## config.mk

```make
export PLATFORM = sky130hd
export DESIGN_NAME = vga_timing_core_flat
export DESIGN_NICKNAME = d
export VERILOG_FILES = /design/src/rtl/vga_pkg.sv /design/src/rtl/vga_timing_core_if.sv /design/src/rtl/vga_delay_line.sv /design/src/rtl/vga_timing_core.sv /design/src/flat_wrapper.sv
export SDC_FILE = /design/constraint.sdc
export NUM_CORES = 1
export LEC_CHECK = 0
export ABC_AREA = 1
export CAP_MARGIN = 10
export CORE_AREA = 2 2 60 90
export DETAILED_ROUTE_END_ITERATION = 10
export DIE_AREA = 0 0 62 92
export PLACE_DENSITY_LB_ADDON = 0.25
export SLEW_MARGIN = 20
export SYNTH_ARGS = -nofsm -noshare
export SYNTH_HDL_FRONTEND = slang
export SYNTH_SLANG_ARGS = --single-unit
```

## constraint.sdc

```tcl
create_clock -name i_clk -period 3.34 [get_ports i_clk]
set_clock_uncertainty 0.2 [all_clocks]
set_input_delay 0.668 -clock i_clk [delete_from_list [all_inputs] [get_ports i_clk]]
set_output_delay 0.668 -clock i_clk [all_outputs]
set_load 0.05 [all_outputs]
```

## src/rtl/vga_pkg.sv

```systemverilog
// Shared 640x480@60 timing defaults, colour widths and the timing-bundle type
// used by the VGA raster path.
package vga_pkg;

    localparam int DEF_HACTIVE = 640;
    localparam int DEF_HFP     = 16;
    localparam int DEF_HSYNC   = 96;
    localparam int DEF_HBP     = 48;

    localparam int DEF_VACTIVE = 480;
    localparam int DEF_VFP     = 10;
    localparam int DEF_VSYNC   = 2;
    localparam int DEF_VBP     = 33;

    localparam logic DEF_HPOL = 1'b0;
    localparam logic DEF_VPOL = 1'b0;

    localparam int DEF_RW = 3;
    localparam int DEF_GW = 3;
    localparam int DEF_BW = 2;

    localparam int DEF_PIX_LAT = 1;
    localparam int DEF_FCW     = 8;

    typedef struct packed {
        logic active;
        logic hs;
        logic vs;
    } timing_t;

endpackage

```

## src/rtl/vga_timing_core_if.sv

```systemverilog
// Bundle between the raster core and its pixel generator / video sink:
// coordinates and strobes out, colour in, aligned video out.
interface vga_timing_core_if #(
    parameter int RW  = 3,
    parameter int GW  = 3,
    parameter int BW  = 2,
    parameter int FCW = 8
) ();
    logic [9:0]     hcount;
    logic [9:0]     vcount;
    logic           frame_start;
    logic           line_start;
    logic [FCW-1:0] frame_cnt;
    logic [RW-1:0]  rin;
    logic [GW-1:0]  gin;
    logic [BW-1:0]  bin;
    logic [RW-1:0]  rout;
    logic [GW-1:0]  gout;
    logic [BW-1:0]  bout;
    logic           hsync;
    logic           vsync;
    logic           de;

    modport master (
        output hcount, vcount, frame_start, line_start, frame_cnt,
        output rout, gout, bout, hsync, vsync, de,
        input  rin, gin, bin
    );

    modport slave (
        input  hcount, vcount, frame_start, line_start, frame_cnt,
        input  rout, gout, bout, hsync, vsync, de,
        output rin, gin, bin
    );
endinterface

```

## src/rtl/vga_delay_line.sv

```systemverilog
// ce-gated shift register of parametrised width/depth with synchronous reset
// to a configurable idle value; depth 0 is a plain wire.
module vga_delay_line #(
    parameter int             W       = 3,
    parameter int             DEPTH   = 1,
    parameter logic [W-1:0]   RST_VAL = '0
) (
    input  logic         i_clk,
    input  logic         i_rst,
    input  logic         i_ce,
    input  logic [W-1:0] i_d,
    output logic [W-1:0] o_q
);
    generate
        if (DEPTH == 0) begin : g_pass
            logic w_unused;
            assign w_unused = ^{i_clk, i_rst, i_ce};
            assign o_q      = i_d;
        end else begin : g_dly
            logic [W-1:0] r_sr [DEPTH];

            always_ff @(posedge i_clk) begin
                if (i_rst) begin
                    for (int i = 0; i < DEPTH; i++) r_sr[i] <= RST_VAL;
                end else if (i_ce) begin
                    r_sr[0] <= i_d;
                    for (int i = 1; i < DEPTH; i++) r_sr[i] <= r_sr[i-1];
                end
            end

            assign o_q = r_sr[DEPTH-1];
        end
    endgenerate
endmodule

```

## src/rtl/vga_timing_core.sv

```systemverilog
// Raster timing generator plus pixel-alignment stage, advanced by a pixel clock-enable.
// Optional VGA_TESTPATTERN_EN replaces the rin/gin/bin colour with 8 vertical colour bars.
module vga_timing_core
    import vga_pkg::*;
#(
    parameter int   HACTIVE = DEF_HACTIVE,
    parameter int   HFP     = DEF_HFP,
    parameter int   HSYNC   = DEF_HSYNC,
    parameter int   HBP     = DEF_HBP,
    parameter int   VACTIVE = DEF_VACTIVE,
    parameter int   VFP     = DEF_VFP,
    parameter int   VSYNC   = DEF_VSYNC,
    parameter int   VBP     = DEF_VBP,
    parameter logic HPOL    = DEF_HPOL,
    parameter logic VPOL    = DEF_VPOL,
    parameter int   RW      = DEF_RW,
    parameter int   GW      = DEF_GW,
    parameter int   BW      = DEF_BW,
    parameter int   PIX_LAT = DEF_PIX_LAT,
    parameter int   FCW     = DEF_FCW
) (
    input  logic               i_clk,
    input  logic               i_rst,
    input  logic               i_ce,
    vga_timing_core_if.master  io_vga
);
    localparam int HTOTAL = HACTIVE + HFP + HSYNC + HBP;
    localparam int VTOTAL = VACTIVE + VFP + VSYNC + VBP;
    localparam int CW     = RW + GW + BW;

    localparam logic [9:0] H_LAST = 10'(HTOTAL - 1);
    localparam logic [9:0] V_LAST = 10'(VTOTAL - 1);
    localparam logic [9:0] H_ACT  = 10'(HACTIVE);
    localparam logic [9:0] V_ACT  = 10'(VACTIVE);
    localparam logic [9:0] HS_LO  = 10'(HACTIVE + HFP);
    localparam logic [9:0] HS_HI  = 10'(HACTIVE + HFP + HSYNC);
    localparam logic [9:0] VS_LO  = 10'(VACTIVE + VFP);
    localparam logic [9:0] VS_HI  = 10'(VACTIVE + VFP + VSYNC);

    localparam timing_t TIM_IDLE = '{active: 1'b0, hs: ~HPOL, vs: ~VPOL};

    logic [9:0]     r_hcount;
    logic [9:0]     r_vcount;
    logic [FCW-1:0] r_frame_cnt;
    logic [RW-1:0]  r_rout;
    logic [GW-1:0]  r_gout;
    logic [BW-1:0]  r_bout;
    logic           r_hsync;
    logic           r_vsync;
    logic           r_de;

    logic           w_line_start;
    logic           w_frame_start;
    timing_t        w_tim_now;
    timing_t        w_tim_dly;
    logic [RW-1:0]  w_src_r;
    logic [GW-1:0]  w_src_g;
    logic [BW-1:0]  w_src_b;

    always_ff @(posedge i_clk) begin
        if (i_rst) begin
            r_hcount <= '0;
            r_vcount <= '0;
        end else if (i_ce) begin
            if (r_hcount == H_LAST) begin
                r_hcount <= '0;
                r_vcount <= (r_vcount == V_LAST) ? 10'd0 : r_vcount + 10'd1;
            end else begin
                r_hcount <= r_hcount + 10'd1;
            end
        end
    end

    // Strobes belong to the coordinate stage and are gated so reset never shows a stale origin.
    assign w_line_start  = i_ce && !i_rst && (r_hcount == 10'd0);
    assign w_frame_start = w_line_start && (r_vcount == 10'd0);

    always_ff @(posedge i_clk) begin
        if (i_rst) begin
            r_frame_cnt <= '0;
        end else if (w_frame_start) begin
            r_frame_cnt <= r_frame_cnt + 1'b1;
        end
    end

    assign w_tim_now.active = (r_hcount < H_ACT) && (r_vcount < V_ACT);
    assign w_tim_now.hs     = (r_hcount >= HS_LO && r_hcount < HS_HI) ? HPOL : ~HPOL;
    assign w_tim_now.vs     = (r_vcount >= VS_LO && r_vcount < VS_HI) ? VPOL : ~VPOL;

`ifdef VGA_TESTPATTERN_EN
    localparam int          DW       = $bits(timing_t) + CW;
    localparam logic [DW-1:0] DLY_IDLE = {{CW{1'b0}}, TIM_IDLE};
    localparam logic [9:0]  BAR_W    = 10'(HACTIVE / 8);

    logic [DW-1:0] w_dly_in;
    logic [DW-1:0] w_dly_out;
    logic [2:0]    w_bar;
    logic [RW-1:0] w_pat_r;
    logic [GW-1:0] w_pat_g;
    logic [BW-1:0] w_pat_b;
    logic [CW-1:0] w_pat_dly;
    logic          w_unused;

    assign w_bar = 3'(r_hcount / BAR_W);

    // Bar index bits land on the channel MSBs only; the pattern rides the delay line with the syncs.
    always_comb begin
        w_pat_r = '0;
        w_pat_g = '0;
        w_pat_b = '0;
        w_pat_r[RW-1] = w_bar[2];
        w_pat_g[GW-1] = w_bar[1];
        w_pat_b[BW-1] = w_bar[0];
    end

    assign w_dly_in               = {w_pat_r, w_pat_g, w_pat_b, w_tim_now};
    assign {w_pat_dly, w_tim_dly} = w_dly_out;
    assign w_src_r                = w_pat_dly[CW-1 -: RW];
    assign w_src_g                = w_pat_dly[BW +: GW];
    assign w_src_b                = w_pat_dly[BW-1:0];
    assign w_unused               = ^{io_vga.rin, io_vga.gin, io_vga.bin};
`else
    localparam int            DW       = $bits(timing_t);
    localparam logic [DW-1:0] DLY_IDLE = TIM_IDLE;

    logic [DW-1:0] w_dly_in;
    logic [DW-1:0] w_dly_out;

    assign w_dly_in  = w_tim_now;
    assign w_tim_dly = w_dly_out;
    assign w_src_r   = io_vga.rin;
    assign w_src_g   = io_vga.gin;
    assign w_src_b   = io_vga.bin;
`endif

    vga_delay_line #(
        .W       (DW),
        .DEPTH   (PIX_LAT),
        .RST_VAL (DLY_IDLE)
    ) u_delay (
        .i_clk (i_clk),
        .i_rst (i_rst),
        .i_ce  (i_ce),
        .i_d   (w_dly_in),
        .o_q   (w_dly_out)
    );

    always_ff @(posedge i_clk) begin
        if (i_rst) begin
            r_rout  <= '0;
            r_gout  <= '0;
            r_bout  <= '0;
            r_de    <= 1'b0;
            r_hsync <= ~HPOL;
            r_vsync <= ~VPOL;
        end else if (i_ce) begin
            r_rout  <= w_tim_dly.active ? w_src_r : '0;
            r_gout  <= w_tim_dly.active ? w_src_g : '0;
            r_bout  <= w_tim_dly.active ? w_src_b : '0;
            r_de    <= w_tim_dly.active;
            r_hsync <= w_tim_dly.hs;
            r_vsync <= w_tim_dly.vs;
        end
    end

    assign io_vga.hcount      = r_hcount;
    assign io_vga.vcount      = r_vcount;
    assign io_vga.frame_start = w_frame_start;
    assign io_vga.line_start  = w_line_start;
    assign io_vga.frame_cnt   = r_frame_cnt;
    assign io_vga.rout        = r_rout;
    assign io_vga.gout        = r_gout;
    assign io_vga.bout        = r_bout;
    assign io_vga.hsync       = r_hsync;
    assign io_vga.vsync       = r_vsync;
    assign io_vga.de          = r_de;
endmodule

```

## src/flat_wrapper.sv

```systemverilog
// flat-port wrapper written by rule: the top's interface ports become plain ports
module vga_timing_core_flat import vga_pkg::*;
#(
    parameter int   HACTIVE = DEF_HACTIVE,
    parameter int   HFP     = DEF_HFP,
    parameter int   HSYNC   = DEF_HSYNC,
    parameter int   HBP     = DEF_HBP,
    parameter int   VACTIVE = DEF_VACTIVE,
    parameter int   VFP     = DEF_VFP,
    parameter int   VSYNC   = DEF_VSYNC,
    parameter int   VBP     = DEF_VBP,
    parameter logic HPOL    = DEF_HPOL,
    parameter logic VPOL    = DEF_VPOL,
    parameter int   RW      = DEF_RW,
    parameter int   GW      = DEF_GW,
    parameter int   BW      = DEF_BW,
    parameter int   PIX_LAT = DEF_PIX_LAT,
    parameter int   FCW     = DEF_FCW
)
  (i_clk, i_rst, i_ce, io_vga_hcount, io_vga_vcount, io_vga_frame_start, io_vga_line_start, io_vga_frame_cnt, io_vga_rout, io_vga_gout, io_vga_bout, io_vga_hsync, io_vga_vsync, io_vga_de, io_vga_rin, io_vga_gin, io_vga_bin);
  vga_timing_core_if #(.RW(RW), .GW(GW), .BW(BW), .FCW(FCW)) io_vga_i ();
  input  logic i_clk;
  input  logic i_rst;
  input  logic i_ce;
  output wire logic [$bits(io_vga_i.hcount)-1:0] io_vga_hcount;
  output wire logic [$bits(io_vga_i.vcount)-1:0] io_vga_vcount;
  output wire logic [$bits(io_vga_i.frame_start)-1:0] io_vga_frame_start;
  output wire logic [$bits(io_vga_i.line_start)-1:0] io_vga_line_start;
  output wire logic [$bits(io_vga_i.frame_cnt)-1:0] io_vga_frame_cnt;
  output wire logic [$bits(io_vga_i.rout)-1:0] io_vga_rout;
  output wire logic [$bits(io_vga_i.gout)-1:0] io_vga_gout;
  output wire logic [$bits(io_vga_i.bout)-1:0] io_vga_bout;
  output wire logic [$bits(io_vga_i.hsync)-1:0] io_vga_hsync;
  output wire logic [$bits(io_vga_i.vsync)-1:0] io_vga_vsync;
  output wire logic [$bits(io_vga_i.de)-1:0] io_vga_de;
  input wire logic [$bits(io_vga_i.rin)-1:0] io_vga_rin;
  input wire logic [$bits(io_vga_i.gin)-1:0] io_vga_gin;
  input wire logic [$bits(io_vga_i.bin)-1:0] io_vga_bin;
  assign io_vga_hcount = io_vga_i.hcount;
  assign io_vga_vcount = io_vga_i.vcount;
  assign io_vga_frame_start = io_vga_i.frame_start;
  assign io_vga_line_start = io_vga_i.line_start;
  assign io_vga_frame_cnt = io_vga_i.frame_cnt;
  assign io_vga_rout = io_vga_i.rout;
  assign io_vga_gout = io_vga_i.gout;
  assign io_vga_bout = io_vga_i.bout;
  assign io_vga_hsync = io_vga_i.hsync;
  assign io_vga_vsync = io_vga_i.vsync;
  assign io_vga_de = io_vga_i.de;
  assign io_vga_i.rin = io_vga_rin;
  assign io_vga_i.gin = io_vga_gin;
  assign io_vga_i.bin = io_vga_bin;
  vga_timing_core #(.HACTIVE(HACTIVE), .HFP(HFP), .HSYNC(HSYNC), .HBP(HBP), .VACTIVE(VACTIVE), .VFP(VFP), .VSYNC(VSYNC), .VBP(VBP), .HPOL(HPOL), .VPOL(VPOL), .RW(RW), .GW(GW), .BW(BW), .PIX_LAT(PIX_LAT), .FCW(FCW)) u_core (.i_clk(i_clk), .i_rst(i_rst), .i_ce(i_ce), .io_vga(io_vga_i));
endmodule
```

==> results.md <==
* CTS root buffer: clkbuf_8
* Post-Syn Area at between 2000 and 2500 µm²
* Worst hold start: u_core.io_vga.bout[1]
* CTS max path bufs at 2
* Cells along the critical path: clkdlybuf4s50_1, nand2_4, nor2_4, nand2_2, nor2_4, nand2_2, clkinv_2, buf_12
* Clk sinks at 42
* Filler Cells Inserted at 482
* # H-tree levels at 2
* Post-synth top area share at between 30% and 40%
* Slew HR at 66.1%
* Distinct cells, synth at 32
* Final cycle utilization of the critical path at between 90% and 100%
* Clock power frac at between 30 and 40%
* CP Launch Point: i_ce
* CTS clk-pin slew, worst paths at 0.08 ns
* Post-synth EDFFs at 3
* CP top delay family: buffers and inverters
* Crit-path max FO at 7
* Int Power at 0.791 mW
* Synth Net Count at 307
* Die width at around 62 µm
* Global-route wire length before repair at 8600 µm
* NetSw at around 0.27 mW
* Ys async rst share at 0%
* Row cnt at 32
* Slew Limit Fails at 0
* Port Buffers at between 50 and 60
* Hold WC Path Type: flop to flop
* Buf/Inv on CP at 3
* Final Wtd Congestion at 0.853
* Switch share at 25.7%
* Share of layout cells above drive strength 1 at 12.0%
* CP Launch Type: input port
* Vias in the first global route at 1992
* PwrDens at 369 nW/µm²
* Leak Pwr at 1.15 nW
* Initial antenna violation count at 0
* Post-Route Utilization at 57.6%
* Top cell type by total area after synthesis: dfxtp_1
* WL per Instance at 12.4 µm
* Worst slew pin tran at around 0.51 ns
* Fmax at 332 MHz
* Post-route minimum period at just over 3 ns
* Via/cell ratio at 4.99
* Status: finished clean
* Total CTS buffers at 5
* Yosys warns at 0
* Die height at 92 µm
* Required @ worst endpoint at 2.47 ns
* # resized after CTS at 0
* Final setup fails at 0
* Worst-Skew Late Latency at 0.29 ns
* Hold path cells at 1
* Final hold vios at 0
* Post-CTS Hold Buffers at 0
* Largest net degree at the start of global routing at 14
* Max incr delay on CP at 0.64 ns
* Seq pwr share at 49.5%
* N_diodes at 0
* Postcts setup bufs at 0
* Initial Util at between 40% and 50%
* WS Path Type: input port to output pin
* Synthesized flop and latch total at 42
* Cell depth of the worst setup path at 8
* Part of the power in combinational logic at 12.5%
* # DRC at 0
* Synthesized area per cell at approximately 7.4 µm²
* Ranking of synthesized cells by area: dfxtp_1 (36%), nand2_1 (9.2%), inv_1 (7.3%), nor2_1 (6.8%), nand3_1 (5.1%)
* Core area at 5000 µm²
* DR pass1 iterations at 4
* Via count at 2079
* R2R depth at 10
* RSZ-0062 raised after global routing: no
* I/O Pins at 52
* Nets at 364
* Starting DRC count in detailed routing at 90
* Crit path DAT at 2.15 ns
* CP max stage cell: clkdlybuf4s50_1
* HPWL reported at the end of detailed placement at 3890 µm
* Setup crit end kind: output pin
* Final WL at 5170 µm
* Sequential area share after synthesis at 40.3%
* Total negative slack at 0 ns
* Top_reg_cell synth: dfxtp_1
* CTS tree: done
* Remaining antenna violation count at 0
* Die area at 5700 µm²
* Area delta synth->final at 33.6%
* All-Layer GR Usage at 19.6%
* Peak VDD IR at 0.000203 V
* Post-Syn Instances at 291
* GRT overflow at 0
* # Max-Cap Violations at 0
* RR Startpoint: u_core.io_vga.vcount[1]
==> power by group through the flow <==
stage | combinational, mW | clock [mW] | sequential [mW]
global route | 0.143 | 0.430 | 0.530
floorplan | 0.0524 | 0 | 0.567
global placement | 0.131 | 0 | 0.539
finish | 0.133 | 0.404 | 0.527
detailed placement | 0.133 | 0 | 0.539
CTS | 0.134 | 0.415 | 0.528
==> through the flow <==
stage	cells	hold slack (ns)	setup WS [ns]	power [mW]	area, µm²
final	417	0.266	0.325	1.06	2880
after global routing	417	0.299	0.234	1.10	2880
after CTS	417	0.273	0.313	1.08	2880
after detailed placement	409	0.252	0.313	0.673	2770
after global placement	409	0.247	0.348	0.671	2770
after floorplan	291	0.257	0.791	0.620	2160
==> metal layers <==
metal	global-route usage, %	vias up	routed length (µm)
met1	23.0	964	2070
met4	6.21	0	51
li1	-	1060	-
met2	33.5	50	2810
met3	4.65	5	230
met5	0	-	0
==> cells in the final DEF, fill, tap and decap left out, types with 6 or more instances in the layout <==
cell type,count
nand4_1,9
o21ai_0,10
a32o_1,8
a21oi_1,10
nor2_1,39
nor2_2,7
dfxtp_1,39
clkdlybuf4s50_1,49
nand2_1,53
nand3_1,22
inv_1,42
nor2_4,6
==> final timing paths <==
check,to,slack [ns]
setup / recovery,io_vga_frame_start,0.32
hold / removal,u_core.io_vga.bout[1],0.27
setup reg to reg,u_core.io_vga.frame_cnt[6],1.53
hold reg to reg,u_core.io_vga.bout[1],0.27
==> kinds of logic (layout without fill, tap and decap cells) <==
| group | after synthesis | after routing | share of synthesized area [%] |
|---|---|---|---|
| buffers and inverters | 51 | 109 | 9.16 |
| and+or+nand+nor | 155 | 155 | 35.7 |
| xor gates and xnor gates | 2 | 2 | 0.812 |
| DFF | 42 | 42 | 40.3 |
| AOI/OAI and AO/OA | 36 | 36 | 11.1 |
| adders and majority gates | 5 | 5 | 2.90 |
==> state kept, by name (all words and copies together), names as in the netlist <==
| name | flops |
|---|---|
| u_core.io_vga.bout | 2 |
| u_core.io_vga.vcount | 10 |
| u_core.u_delay.g_dly.r_sr | 3 |
| u_core.io_vga.frame_cnt | 8 |
| u_core.io_vga.vsync | 1 |
| u_core.io_vga.hcount | 10 |
| u_core.io_vga.de | 1 |
| u_core.io_vga.hsync | 1 |
| u_core.io_vga.rout | 3 |
| u_core.io_vga.gout | 3 |
==> synthesized netlist by cell type (5+ instances only) <==
cell type / n
dfxtp_1: 39
nand2_2: 5
nor3_1: 5
nand4_1: 9
ha_1: 5
nand3_1: 22
inv_1: 42
nand2_1: 53
inv_2: 5
a21oi_1: 10
nor2_1: 39
a32o_1: 8
o21ai_0: 10
nor2_4: 6
nor2_2: 7
==> layout make-up <==
cell class	count	area, µm²	area share, %
flip-flops and latches	42	871	30.2
clock inverters	2	37.5	1.30
inverters	48	181	6.29
clock buffers	6	72.6	2.52
multi-input cells	198	1090	37.8
repair buffers	53	546	18.9
well taps	68	85.1	2.95
(Power assumes the default switching activity.)
==> RTL edit, RTL diff (same flow settings) <==
Register the input `i_ce` before use, without a reset. The logic sees it one clock later. The other inputs are not delayed to match.
--- a/src/rtl/vga_timing_core.sv
+++ b/src/rtl/vga_timing_core.sv
@@ -41,2 +41,8 @@
 
+    logic i_ce_q;
+
+    always_ff @(posedge i_clk) begin
+        i_ce_q <= i_ce;
+    end
+
     logic [9:0]     r_hcount;
@@ -63,3 +69,3 @@
             r_vcount <= '0;
-        end else if (i_ce) begin
+        end else if (i_ce_q) begin
             if (r_hcount == H_LAST) begin
@@ -74,3 +80,3 @@
     // Strobes belong to the coordinate stage and are gated so reset never shows a stale origin.
-    assign w_line_start  = i_ce && !i_rst && (r_hcount == 10'd0);
+    assign w_line_start  = i_ce_q && !i_rst && (r_hcount == 10'd0);
     assign w_frame_start = w_line_start && (r_vcount == 10'd0);
@@ -142,3 +148,3 @@
         .i_rst (i_rst),
-        .i_ce  (i_ce),
+        .i_ce  (i_ce_q),
         .i_d   (w_dly_in),
@@ -155,3 +161,3 @@
             r_vsync <= ~VPOL;
-        end else if (i_ce) begin
+        end else if (i_ce_q) begin
             r_rout  <= w_tim_dly.active ? w_src_r : '0;
Function: changed (Yosys sat finds a counterexample within 4 cycles, from zero or initial values and one cycle with i_rst high).
==> RTL edit against the unedited design <==
- cell count increased by 0.24%
- largest cell class unchanged
- routed wire length decreased by 1.0%
- synthesized cell count is 0.34% higher
- worst setup slack improved by 160 ps
- synthesized area is 0.93% higher
- sequential cell count grew 1
- power shrank 3.0%
- design area is 0.48% higher
==> RTL edit: results (changes against the unedited design) <==
Outcome
  – Status: complete, no violations (unchanged)

Timing
  – Max-Slew Margin vs Limit: 65.2% (was 66.1%)
  – Hold Slack: 274 ps (was 266 ps)
  – Tcrit/Tclk final: 85.4% (was 90.3%)

Drt
  – DR vias: 2051 (was 2079)
  – Met2 wire len: 2.78 mm (was 2.81 mm)
  – Iteration-0 DRC count of the detailed router: 75 (was 90)
  – Via density: 4.91 (was 4.99)
  – Met3 routed WL: 196 um (was 230 um)
  – Routed WL per cell: 12.2 um (was 12.4 um)
  – WL met1: 2.05 mm (was 2.07 mm)

Critical path
  – Critical path arrival: 1990 ps (was 2150 ps)
  – Reg2reg start: u_core.io_vga.hcount[1] (was u_core.io_vga.vcount[1])
  – R2r setup slk: 1580 ps (was 1530 ps)
  – Largest stage delay, worst path: 430 ps (was 640 ps)
  – Reg-to-reg endpoint: u_core.io_vga.vcount[2] (was u_core.io_vga.frame_cnt[6])

Power and ir drop
  – Sw Share: 26.0% (was 25.7%)
  – Lkg Pwr: 1.16 nW (was 1.15 nW)
  – Seq pwr share: 52.2% (was 49.5%)
  – Combinational fraction of design power: 12.1% (was 12.5%)
  – Cell Pwr Density: 357 nW/um^2 (was 369 nW/um^2)
  – Worst VDD drop: 0.239 mV (was 0.203 mV)

Placed design
  – Final GP Congestion: 0.827 (was 0.853)
  – Dpl cells: 410 (was 409)
  – Post-DP HPWL: 3.99 mm (was 3.89 mm)

Global routing
  – Gr usage total: 20.2% (was 19.6%)
  – Global routing usage on met2: 34.5% (was 33.5%)
  – GR Util met1: 24.7% (was 23.0%)

Synth
  – Sequential-to-total area share from yosys stat: 40.9% (was 40.3%)
RTL edit: cell count changes in the layout (fill, tap and decap cells not counted), sizes merged:
cell / delta
clkbuf: +1
bufinv: -1
dfxtp: +1
RTL edit: cell families (layout without fill, tap and decap cells):
| family | Yosys count | in the layout | share of synthesized area (%) |
|---|---|---|---|
| AO/OA/AOI/OAI | 36 | 36 | 11.0 |
| XOR/XNOR | 2 | 2 | 0.804 |
| adder cells (fa/ha/maj) | 5 | 5 | 2.87 |
| buffers and inverters | 51 | 109 | 9.07 |
| flip-flops | 43 | 43 | 40.9 |
| AND/OR/NAND/NOR | 155 | 155 | 35.3 |
RTL edit: area by class of cell:
| class | instances | area, um^2 |
|---|---|---|
| inverters | 48 | 181 |
| clock inverters | 1 | 7.51 |
| fillers | 468 | 2110 |
| multi-input cells | 198 | 1090 |
| well taps | 68 | 85.1 |
| flip-flops and latches | 43 | 891 |
| repair buffers | 53 | 546 |
| clock buffers | 7 | 96.3 |
